[src/rtl/uart_fifo_interface.sv]
// 6809 bus UART with independent RX/TX FIFOs, optional parity, sticky line
// errors and a level interrupt. 8N1/8E1/8O1 framing, 16x oversampled receiver.

module uart_fifo_buf #(
    parameter int DEPTH = 16,
    parameter int W     = 8
) (
    input  logic                   clk,
    input  logic                   reset,
    input  logic                   flush,
    input  logic                   push,
    input  logic [W-1:0]           din,
    input  logic                   pop,
    output logic [W-1:0]           head,
    output logic [$clog2(DEPTH):0] level
);
    localparam int AW = $clog2(DEPTH);

    logic [W-1:0] mem [DEPTH];
    logic [AW:0]  wr_ptr, rd_ptr;
    logic         do_push, do_pop;

    assign level   = wr_ptr - rd_ptr;
    assign head    = mem[rd_ptr[AW-1:0]];
    assign do_push = push && (level != (AW+1)'(DEPTH));
    assign do_pop  = pop && (level != '0);

    always_ff @(posedge clk) if (do_push) mem[wr_ptr[AW-1:0]] <= din;

    // Flush outranks a same-cycle push or pop.
    always_ff @(posedge clk) begin
        if (reset || flush) begin
            wr_ptr <= '0;
            rd_ptr <= '0;
        end else begin
            if (do_push) wr_ptr <= wr_ptr + (AW+1)'(1);
            if (do_pop)  rd_ptr <= rd_ptr + (AW+1)'(1);
        end
    end
endmodule

module uart_fifo_interface #(
    parameter int CLK_HZ     = 88670000,
    parameter int BAUD       = 115200,
    parameter int FIFO_DEPTH = 16,
    parameter int DIVISOR    = (CLK_HZ + BAUD * 8) / (BAUD * 16)
) (
    input  logic       clk,
    input  logic       reset,
    input  logic       i_RW,
    input  logic       i_uart_data_ce,
    input  logic       i_uart_control_ce,
    input  logic       i_UART_TX,
    input  logic [7:0] i_control,
    input  logic [7:0] i_uart_rxdata,
    output logic       o_UART_RX,
    output logic [7:0] o_uart_txdata,
    output logic [7:0] o_uart_status,
    output logic [7:0] o_control,
    output logic       o_IRQ
);
    localparam int LW = $clog2(FIFO_DEPTH) + 1;
    localparam int CW = $clog2(DIVISOR);

    typedef enum logic [2:0] {S_IDLE, S_START, S_DATA, S_PAR, S_STOP} uart_state_t;

    logic          data_ce_q, ctrl_ce_q, data_rw_q, ctrl_rw_q;
    logic          data_rise, ctrl_rise, tx_push, rx_pop, ctrl_wr, err_clr;
    logic [7:0]    ctrl;
    logic [CW-1:0] div_cnt;
    logic          tick;
    logic [7:0]    tx_head, rx_head;
    logic [LW-1:0] tx_level, rx_level;
    logic          tx_empty, tx_full, rx_empty, rx_full;
    uart_state_t   tx_state, tx_next, rx_state, rx_next;
    logic          tx_pop, tx_line, tx_par_en, tx_par;
    logic [3:0]    tx_tcnt, rx_tcnt;
    logic [2:0]    tx_bit, rx_bit;
    logic [7:0]    tx_shift, rx_shift;
    logic          rx_s1, rx_line, rx_line_q, rx_fall;
    logic          rx_par_en, rx_par_odd, rx_perr, rx_done, rx_push;
    logic [2:0]    sticky;
    logic          irq;

    // Bus strobes: writes act on the CE rising edge, reads on the falling edge.
    assign data_rise = i_uart_data_ce & ~data_ce_q;
    assign ctrl_rise = i_uart_control_ce & ~ctrl_ce_q;
    assign tx_push   = data_rise & ~i_RW;
    assign ctrl_wr   = ctrl_rise & ~i_RW;
    assign rx_pop    = ~i_uart_data_ce & data_ce_q & data_rw_q;
    assign err_clr   = ~i_uart_control_ce & ctrl_ce_q & ctrl_rw_q;

    always_ff @(posedge clk) begin
        if (reset) begin
            data_ce_q <= 1'b0;
            ctrl_ce_q <= 1'b0;
            data_rw_q <= 1'b0;
            ctrl_rw_q <= 1'b0;
            ctrl      <= '0;
            div_cnt   <= '0;
        end else begin
            data_ce_q <= i_uart_data_ce;
            ctrl_ce_q <= i_uart_control_ce;
            if (data_rise) data_rw_q <= i_RW;
            if (ctrl_rise) ctrl_rw_q <= i_RW;
            if (ctrl_wr) ctrl <= {2'b00, i_control[5:0]};
            else         ctrl[5:4] <= 2'b00;
            div_cnt <= tick ? '0 : div_cnt + CW'(1);
        end
    end

    assign tick      = (div_cnt == CW'(DIVISOR - 1));
    assign o_control = ctrl;

    uart_fifo_buf #(.DEPTH(FIFO_DEPTH), .W(8)) u_tx_fifo (
        .clk(clk), .reset(reset), .flush(ctrl[5]), .push(tx_push), .din(i_uart_rxdata),
        .pop(tx_pop), .head(tx_head), .level(tx_level)
    );

    uart_fifo_buf #(.DEPTH(FIFO_DEPTH), .W(8)) u_rx_fifo (
        .clk(clk), .reset(reset), .flush(ctrl[4]), .push(rx_push), .din(rx_shift),
        .pop(rx_pop), .head(rx_head), .level(rx_level)
    );

    assign tx_empty = (tx_level == '0);
    assign tx_full  = (tx_level == LW'(FIFO_DEPTH));
    assign rx_empty = (rx_level == '0);
    assign rx_full  = (rx_level == LW'(FIFO_DEPTH));

    // TX: STOP chains straight into START when more data is queued.
    always_comb begin
        tx_next = tx_state;
        tx_pop  = 1'b0;
        if (tick) begin
            case (tx_state)
                S_IDLE:  if (!tx_empty && !ctrl[5]) begin tx_next = S_START; tx_pop = 1'b1; end
                S_START: if (tx_tcnt == 4'd15) tx_next = S_DATA;
                S_DATA:  if (tx_tcnt == 4'd15 && tx_bit == 3'd7) tx_next = tx_par_en ? S_PAR : S_STOP;
                S_PAR:   if (tx_tcnt == 4'd15) tx_next = S_STOP;
                S_STOP: begin
                    if (tx_tcnt == 4'd15) begin
                        if (!tx_empty && !ctrl[5]) begin tx_next = S_START; tx_pop = 1'b1; end
                        else tx_next = S_IDLE;
                    end
                end
                default: tx_next = S_IDLE;
            endcase
        end
    end

    always_ff @(posedge clk) begin
        if (reset) begin
            tx_state  <= S_IDLE;
            tx_tcnt   <= '0;
            tx_bit    <= '0;
            tx_shift  <= '0;
            tx_par_en <= 1'b0;
            tx_par    <= 1'b0;
            tx_line   <= 1'b1;
        end else begin
            tx_state <= tx_next;
            if (tx_pop) begin
                tx_tcnt   <= '0;
                tx_bit    <= '0;
                tx_shift  <= tx_head;
                tx_par_en <= ctrl[2];
                tx_par    <= (^tx_head) ^ ctrl[3];
            end else if (tick && tx_state != S_IDLE) begin
                tx_tcnt <= tx_tcnt + 4'd1;
                if (tx_state == S_DATA && tx_tcnt == 4'd15) begin
                    tx_shift <= tx_shift >> 1;
                    tx_bit   <= tx_bit + 3'd1;
                end
            end
            case (tx_state)
                S_START: tx_line <= 1'b0;
                S_DATA:  tx_line <= tx_shift[0];
                S_PAR:   tx_line <= tx_par;
                default: tx_line <= 1'b1;
            endcase
        end
    end

    assign o_UART_RX = tx_line;

    // RX: start validated at mid-bit, later bits sampled every 16 ticks from there.
    assign rx_fall = rx_line_q & ~rx_line;

    always_comb begin
        rx_next = rx_state;
        rx_done = 1'b0;
        case (rx_state)
            S_IDLE:  if (rx_fall) rx_next = S_START;
            S_START: if (tick && rx_tcnt == 4'd7) rx_next = rx_line ? S_IDLE : S_DATA;
            S_DATA:  if (tick && rx_tcnt == 4'd15 && rx_bit == 3'd7) rx_next = rx_par_en ? S_PAR : S_STOP;
            S_PAR:   if (tick && rx_tcnt == 4'd15) rx_next = S_STOP;
            S_STOP: begin
                if (tick && rx_tcnt == 4'd15) begin
                    rx_next = S_IDLE;
                    rx_done = 1'b1;
                end
            end
            default: rx_next = S_IDLE;
        endcase
    end

    assign rx_push = rx_done & rx_line & ~rx_full;

    always_ff @(posedge clk) begin
        if (reset) begin
            rx_s1      <= 1'b1;
            rx_line    <= 1'b1;
            rx_line_q  <= 1'b1;
            rx_state   <= S_IDLE;
            rx_tcnt    <= '0;
            rx_bit     <= '0;
            rx_shift   <= '0;
            rx_par_en  <= 1'b0;
            rx_par_odd <= 1'b0;
            rx_perr    <= 1'b0;
        end else begin
            rx_s1     <= i_UART_TX;
            rx_line   <= rx_s1;
            rx_line_q <= rx_line;
            rx_state  <= rx_next;
            if (rx_state == S_IDLE) begin
                rx_tcnt <= '0;
                rx_bit  <= '0;
                rx_perr <= 1'b0;
                if (rx_fall) begin
                    rx_par_en  <= ctrl[2];
                    rx_par_odd <= ctrl[3];
                end
            end else if (tick) begin
                rx_tcnt <= (rx_state == S_START && rx_tcnt == 4'd7) ? 4'd0 : rx_tcnt + 4'd1;
                if (rx_tcnt == 4'd15 && rx_state == S_DATA) begin
                    rx_shift <= {rx_line, rx_shift[7:1]};
                    rx_bit   <= rx_bit + 3'd1;
                end
                if (rx_tcnt == 4'd15 && rx_state == S_PAR)
                    rx_perr <= rx_line ^ (^rx_shift) ^ rx_par_odd;
            end
        end
    end

    // Sticky errors {parity, framing, overrun}; a new event outranks the clear.
    always_ff @(posedge clk) begin
        if (reset) begin
            sticky        <= '0;
            o_uart_txdata <= '0;
            o_IRQ         <= 1'b1;
        end else begin
            sticky <= (err_clr ? 3'b000 : sticky) |
                      {rx_done & rx_line & rx_perr, rx_done & ~rx_line, rx_done & rx_line & rx_full};
            o_uart_txdata <= rx_empty ? 8'h00 : rx_head;
            o_IRQ         <= ~irq;
        end
    end

    assign irq = (ctrl[0] & (~rx_empty | (|sticky))) | (ctrl[1] & tx_empty);

    assign o_uart_status = {irq, rx_level >= LW'(FIFO_DEPTH / 2), sticky,
                            tx_empty && (tx_state == S_IDLE), ~tx_full, ~rx_empty};
endmodule

[config.mk]
export PLATFORM = sky130hd
export DESIGN_NAME = uart_fifo_interface
export DESIGN_NICKNAME = d
export VERILOG_FILES = /design/src/rtl/uart_fifo_interface.sv
export SDC_FILE = /design/constraint.sdc
export NUM_CORES = 1
export LEC_CHECK = 0
export CAP_MARGIN = 20
export CELL_PAD_IN_SITES_DETAIL_PLACEMENT = 1
export CELL_PAD_IN_SITES_GLOBAL_PLACEMENT = 1
export CORE_MARGIN = 4
export CORE_UTILIZATION = 49
export CTS_BUF_LIST = sky130_fd_sc_hd__clkbuf_4
export DETAILED_ROUTE_END_ITERATION = 8
export GPL_TIMING_DRIVEN = 0
export PLACE_DENSITY_LB_ADDON = 0.1
export SYNTH_ARGS = -nofsm -noshare
export SYNTH_HDL_FRONTEND = slang
export SYNTH_SLANG_ARGS = --single-unit
[constraint.sdc]
create_clock -name clk -period 3.3 [get_ports clk]
set_input_delay 0.66 -clock clk [delete_from_list [all_inputs] [get_ports clk]]
set_output_delay 0.66 -clock clk [all_outputs]
set_load 0.1 [all_outputs]
# Word-level counts from Yosys, hierarchy flattened
# Memory sizes are Yosys's and may differ from the RTL's. A register that Yosys moved wholly into a read port is not among the register bits.
# Cells that the tools add are included.
[totals] reg_bits=85 latchBits=0 ramBits=256 romBits=0 word_cells=184 mem_count=2
[memory_table] memory="u_rx_fifo.mem" words=16 width=8 read_ports=1 rd_ports_with_merged_regs=1 wr=1 line_no="19" source="logic [W-1:0] mem [DEPTH];"
[memory_table] memory="u_tx_fifo.mem" words=16 width=8 read_ports=1 rd_ports_with_merged_regs=1 wr=1 line_no="19"
[op_classes] addsub=11 n_mul=0 n_div=0 magnitude_cmp=1 eq_ne=28 shift=0 muxes=34 bitwise_logic=34 n_reduce_logical=44
[ops] op="$mux W3" count=13
[ops] op="$pmux W3 S5" count=2
[ops] op="$mux W8" count=3
[ops] op="$add A5 B1 Y5 const B" count=4
[ops] op="$ne A2 B2 Y1 const B" count=10
[ops] op="$and A1 B1 Y1" count=16
[ops] op="$reduce_xor A8 Y1" count=2
[ops] op="$logic_and A1 B1 Y1" count=15
[ops] op="$eq A3 B2 Y1 const B" count=4
[ops] op="$eq A3 B3 Y1 const B" count=4
[ops] op="$mux W4" count=3
[ops] op="$not A1 Y1" count=12
[ops] op="$eq A5 B5 Y1 const B" count=2
[ops] op="$logic_not A5 Y1" count=2
[ops] op="$mux W1" count=10
[ops] op="$ne A5 B5 Y1 const B" count=2
[ops] op="$reduce_and A2 Y1" count=5
[ops] op="$reduce_bool A5 Y1" count=2
[ops] op="$reduce_or A2 Y1" count=5
[ops] op="$sub A5 B5 Y5" count=2
[ops] op="$add A4 B1 Y4 const B" count=2
[ops] op="$eq A4 B4 Y1 const B" count=2
[ops] op="$add A3 B1 Y3 const B" count=2
[ops] op="$add A6 B1 Y6 const B" count=1
[ops] op="other kinds (19)" count=27

# Logic depth before layout (Yosys ltp)
[logic_depth] ltp_word=11 ltp_mapped=12 mapped_depth_nobuf=10

# Hierarchy
# Synthesis repeated with hierarchy kept, for this count alone.
[hier_totals] hier_cells=937 hier_area_um2=14792.9
[by_module_without_submodules] module="uart_fifo_buf" n_inst=2 cells_each=293 area_each_um2=5753.0
[by_module_without_submodules] module="uart_fifo_interface" n_inst=1 cells_each=351 area_each_um2=3286.9

# Least setup slack after synthesis
# Ideal clock, no wire load.
[synth_path] path_kind="flip-flop to output port" startpoint="register u_rx_fifo.rd_ptr[1]" endpoint="output o_uart_status[7]" t_arrival_ns=3.929 t_required_ns=2.640 slack_ns=-1.289 stages_incl_launch_ff=13 n_path_buf=3 cell_sequence="dfxtp_1 -> clkbuf_1 -> clkbuf_1 -> inv_1 -> ha_1 -> nor2b_1 -> o21ai_1 -> a21o_1 -> a21oi_1 -> o21ai_1 -> o41ai_1 -> o21ai_0 -> buf_4"
[synth_between] elab_chain_cells=6
[synth_rtl] item="start, declared" line_no="20" source="logic [AW:0] wr_ptr, rd_ptr;"
[synth_rtl] item="start signal, assigned" line_no="37" source="if (do_pop) rd_ptr <= rd_ptr + (AW+1)'(1);"
[synth_rtl] item="$sub A5 B5 Y5" line_no="23" source="assign level = wr_ptr - rd_ptr;"
[synth_rtl] item="$logic_not A5 Y1" line_no="127" source="assign rx_empty = (rx_level == '0);"
[synth_rtl] item="$not A1 Y1"
[synth_rtl] item="net o_uart_status[0]" line_no="58" source="output logic [7:0] o_uart_status,"
[synth_rtl] item="$or A1 B1 Y1" line_no="260" source="assign irq = (ctrl[0] & (~rx_empty | (|sticky))) | (ctrl[1] & tx_empty);"
[synth_rtl] item="$and A1 B1 Y1" line_no="260"
[synth_rtl] item="$or A1 B1 Y1" line_no="260"
[synth_rtl] item="end, declared" line_no="58"
# The timed path passes the listed nets, and every way through them passes these cells.

# Final worst setup path
[layout_path] startpoint="register u_rx_fifo.rd_ptr[2]" endpoint="output o_uart_status[7]"
[layout_between] elab_chain_cells=6
[layout_rtl] item="$sub A5 B5 Y5" line_no="23"
[layout_rtl] item="$logic_not A5 Y1" line_no="127"
[layout_rtl] item="$not A1 Y1" line_no="260"
[layout_rtl] item="$or A1 B1 Y1" line_no="260"
[layout_rtl] item="$and A1 B1 Y1" line_no="260"
[layout_rtl] item="$or A1 B1 Y1" line_no="260"
# Every way passes these cells.

==> reports/results.md <==
| Metric | Reported | Unit |
| --- | --- | --- |
| Highest fanout seen on the critical path | 4 | - |
| Vias | 8568 | - |
| Post-synthesis sequential element count | 353 | - |
| Post-synth EDFFs | 256 | - |
| HP Class | reg -> reg | - |
| Critical Path Source Type | register | - |
| Die outline area | 0.0320 | mm^2 |
| Post-synth top area share | 53.8 | % |
| Worst hold slack | 0.428 | ns |
| Ratio of cells with drive above 1 in the final layout | 31.7 | % |
| Source-to-sink clock delay at the later pin of the worst-skew pair | 0.73 | ns |
| Max capacitance violation total | 0 | - |
| Via count of the first global-routing pass | 9165 | - |
| Count of port buffers added during placement | 43 | - |
| HPWL reported at the end of detailed placement | 22500 | um |
| Power share of the clock group | 43.0 | % |
| Total number of H-tree levels | 3 | - |
| Starting DRC count in detailed routing | 566 | - |
| Synthesized cell area | 0.0143 | mm^2 |
| Worst slew pin tran | 0.996 | ns |
| Cts-stage hold buffer count | 0 | - |
| Static power due to leakage | 0.00581 | uW |
| Async set-reset flop share out of synthesis | 0 | % |
| Clock tree from TritonCTS | done | - |
| Slew HR | 33.4 | % |
| Post-layout nets | 1153 | - |
| Antenna violations before repair | 1 | - |
| Pwr/cell area | 510 | mW/mm^2 |
| Maximum number of pins on one net before global-route repair | 20 | - |
| Total count of max-transition violations in the final report | 0 | - |
| Vias per Instance | 5.51 | - |
| Critical Path AT | 2.74 | ns |
| Post-synthesis cell count | 921 | - |
| RSZ-0062 raised after global routing | true | - |
| Clock input transition at the sequential cells of the worst setup and hold paths | 0.07 | ns |
| Failing checks | negative setup slack | - |
| Crit Path Category | reg -> out | - |
| Global route hottest layer | met2 | - |
| Global Route met2 Usage | 37.5 | % |
| Most frequently used cell type in the post-synthesis netlist | edfxtp_1 | - |
| Delay of the slowest cell on the worst path | 0.37 | ns |
| Element type at the critical path end | output port | - |
| Total Neg Setup Slack | -0.121 | ns |
| Avg Inst Size Synth | 15.5 | um^2 |
| Master of the slowest instance on the critical path | dfxtp_4 | - |
| Final setup violation count | 2 | - |
| Area growth from synthesis to final layout | 21.8 | % |
| Global route overflow | 0 | - |
| Root Buffer | clkbuf_4 | - |
| I/O pin total | 48 | - |
| Area of the multi-input gates | 0.00483 | mm^2 |
| Row Count | 62 | - |
| Cell family with the largest share of critical-path delay | compound AO/OA/AOI/OAI gates | - |
| Number of design rule violations left after detail routing | 0 | - |
| Grt met1 use | 29.2 | % |
| Final critical-path share of the clock period | 103 | % |
| CP Buf/Inv Count | 3 | - |
| Routability Congestion | 0.770 | - |
| Hold violation count in the final report | 0 | - |
| Smallest setup slack after layout | -0.0998 | ns |
| Data required time of the worst path | 2.64 | ns |
| Average routed wire per standard cell | 22.7 | um |
| Largest buffer count on any clock path | 3 | - |
| Worst path cell trace | buf_12 > clkinvlp_4 > ha_4 > o21ai_4 > a21o_1 > a21oi_2 > o21ai_4 > o41ai_4 > o21ai_2 > buf_12 | - |
| Die Span Y | 179 | um |
| Outcome | finished with violations | - |
| Max Clk Rate | 0.294 | GHz |
| Wire length of the first global-routing pass | 53600 | um |
| Net switching component of the power | 1970 | uW |
| Internal cell power | 6910 | uW |
| Core area | 0.0288 | mm^2 |
| FF+latch area | 0.00965 | mm^2 |
| Number of clock sinks seen by CTS | 353 | - |
| Most common flop cell mapped by yosys | edfxtp_1 | - |
| Cell type with the largest total area after synthesis | edfxtp_1 | - |
| Overall routing resource usage | 22.4 | % |
| Sequential area share after synthesis | 67.3 | % |
| Relative contribution of combinational cells to total power | 3.4 | % |
| Number of buffers created by CTS | 92 | - |
| Horiz. Die Dim | 179 | um |
| Net switching fraction of the power | 22.2 | % |
| Met3 track utilization from global routing | 4.45 | % |
| Leading post-synthesis cells by instance count | edfxtp_1 (256), dfxtp_1 (97), nor2_1 (95) | - |
| Remaining antenna violation count | 0 | - |
| Syn. warnings | 0 | - |
| Effective utilization at floorplan | 49.7 | % |
| Synth area leaders | edfxtp_1 (54%), dfxtp_1 (14%), mux4_2 (12%), nor2_1 (2.5%), ha_1 (2.2%) | - |
| Peak supply drop | 0.360 | mV |
| Part of the total power dissipated in sequential elements | 53.6 | % |
| Fill cell count | 2717 | - |
| Total Routed Length | 35300 | um |
| Number of distinct standard cells referenced by the synthesized netlist | 53 | - |
| Worst slack at placement | -1.30 | ns |
| Period minus WS final | 3.40 | ns |
| Number of optimization iterations in the first detailed-route pass | 5 | - |
| Worst Skew | 0.0347 | ns |
==> cell usage in the layout, fill, tap and decap left out, drive strengths merged, types with 11 or more instances in the layout <==
master | netlist | routed
a21oi | 35 | 35
a22oi | 13 | 13
buf | 20 | 74
clkbuf | 29 | 165
clkdlybuf4s50 | 0 | 38
clkinv | 0 | 17
dfxtp | 97 | 97
edfxtp | 256 | 256
ha | 25 | 25
inv | 19 | 18
mux2i | 17 | 17
mux4 | 76 | 76
nand2 | 55 | 55
nand2b | 11 | 11
nand3 | 14 | 14
nand4 | 11 | 11
nor2 | 95 | 95
nor2b | 20 | 20
nor3 | 17 | 17
o21ai | 12 | 12
xnor2 | 32 | 32
xor2 | 14 | 14
==> final timing paths <==
kind | from | to | slack (ns) | depth (start not counted)
min | rx_s1$_SDFF_PP1_ | rx_line$_SDFF_PP1_ | 0.43 | 1
min reg2reg | rx_s1$_SDFF_PP1_ | rx_line$_SDFF_PP1_ | 0.43 | 1
max | u_rx_fifo.rd_ptr[2]$_SDFFE_PP0P_ | o_uart_status[7] | -0.1 | 10
max reg2reg | u_rx_fifo.rd_ptr[1]$_SDFFE_PP0P_ | u_rx_fifo.mem[3][1]$_DFFE_PP_ | 0 | 19
==> flip-flops by register name, summed over array words and instances, names as in the netlist, 4 cells and up, named ones only <==
| name | count |
|---|---|
| u_rx_fifo.mem | 128 |
| u_tx_fifo.mem | 128 |
| o_uart_txdata | 8 |
| rx_shift | 8 |
| tx_shift | 8 |
| div_cnt | 6 |
| o_control | 6 |
| u_rx_fifo.rd_ptr | 5 |
| u_rx_fifo.wr_ptr | 5 |
| u_tx_fifo.rd_ptr | 5 |
| u_tx_fifo.wr_ptr | 5 |
| rx_tcnt | 4 |
| tx_tcnt | 4 |
==> timing repair <==
| action | 4_1_cts | 5_1_grt |
|---|---|---|
| buffers inserted | 22 | 25 |
| endpoints found under the setup margin | 262 | 268 |
| pin swaps | 15 | 22 |
| gates resized for setup | 127 | 42 |
==> layer usage <==
| layer | share of wire (%) | up-vias |
|---|---|---|
| met1 | 42 | 4383 |
| met4 | 2.6 | 0 |
| met3 | 3.9 | 68 |
| met2 | 51 | 218 |
| li1 | - | 3899 |
| met5 | 0 | - |
==> worst reg2reg max path: stages, from the launching register on <==
cell	delay [ns]
dfxtp_4	0.40
inv_8	0.04
ha_4	0.21
nor2b_4	0.13
o21ai_4	0.17
nand4_1	0.16
buf_4	0.17
buf_4	0.12
buf_4	0.12
buf_4	0.13
buf_4	0.13
buf_4	0.13
buf_4	0.12
buf_4	0.12
a31oi_2	0.25
a21boi_4	0.15
buf_6	0.15
nand2_4	0.12
nor3_4	0.07
buf_4	0.20
==> final cells by class <==
class                   count  area share, %
plain buffers              46           1.47
diodes                      1         0.0144
well taps                 384           2.76
clock buffers             138           5.95
flip-flops and latches    353           55.4
multi-input cells         501           27.7
inverters                  19          0.489
repair buffers             93           5.34
clock inverters            21          0.834
==> logic make-up after synthesis <==
kind of cell / count (synthesis) / share of synthesized area, %
xor gates and xnor gates: 47 / 3.08
DFF: 353 / 67.3
AOI/OAI and AO/OA: 74 / 3.12
muxes: 93 / 13.2
and+or+nand+nor: 260 / 8.80
other: 1 / 0.0262
buffers and inverters: 68 / 2.27
adders and majority gates: 25 / 2.19
==> stage by stage <==
| stage | instances | util (%) | area (um^2) | power (uW) |
|---|---|---|---|---|
| finish | 1556 | 60.5 | 17400 | 8880 |
| global route | 1556 | 60.5 | 17400 | 9260 |
| CTS | 1532 | 59.3 | 17100 | 8960 |
| detailed placement | 1352 | 53.1 | 15300 | 5140 |
| global placement | 1349 | 53.1 | 15300 | 5130 |
| floorplan | 922 | - | 14400 | 5030 |
==> power by group through the flow <==
stage               combinational [uW]  sequential (uW)  clock [uW]
floorplan                          163             4870           0
global placement                   277             4850           0
detailed placement                 284             4860           0
CTS                                296             4760        3910
global route                       329             4760        4170
finish                             303             4760        3820
Note: power is estimated with default switching activity, not from simulation.
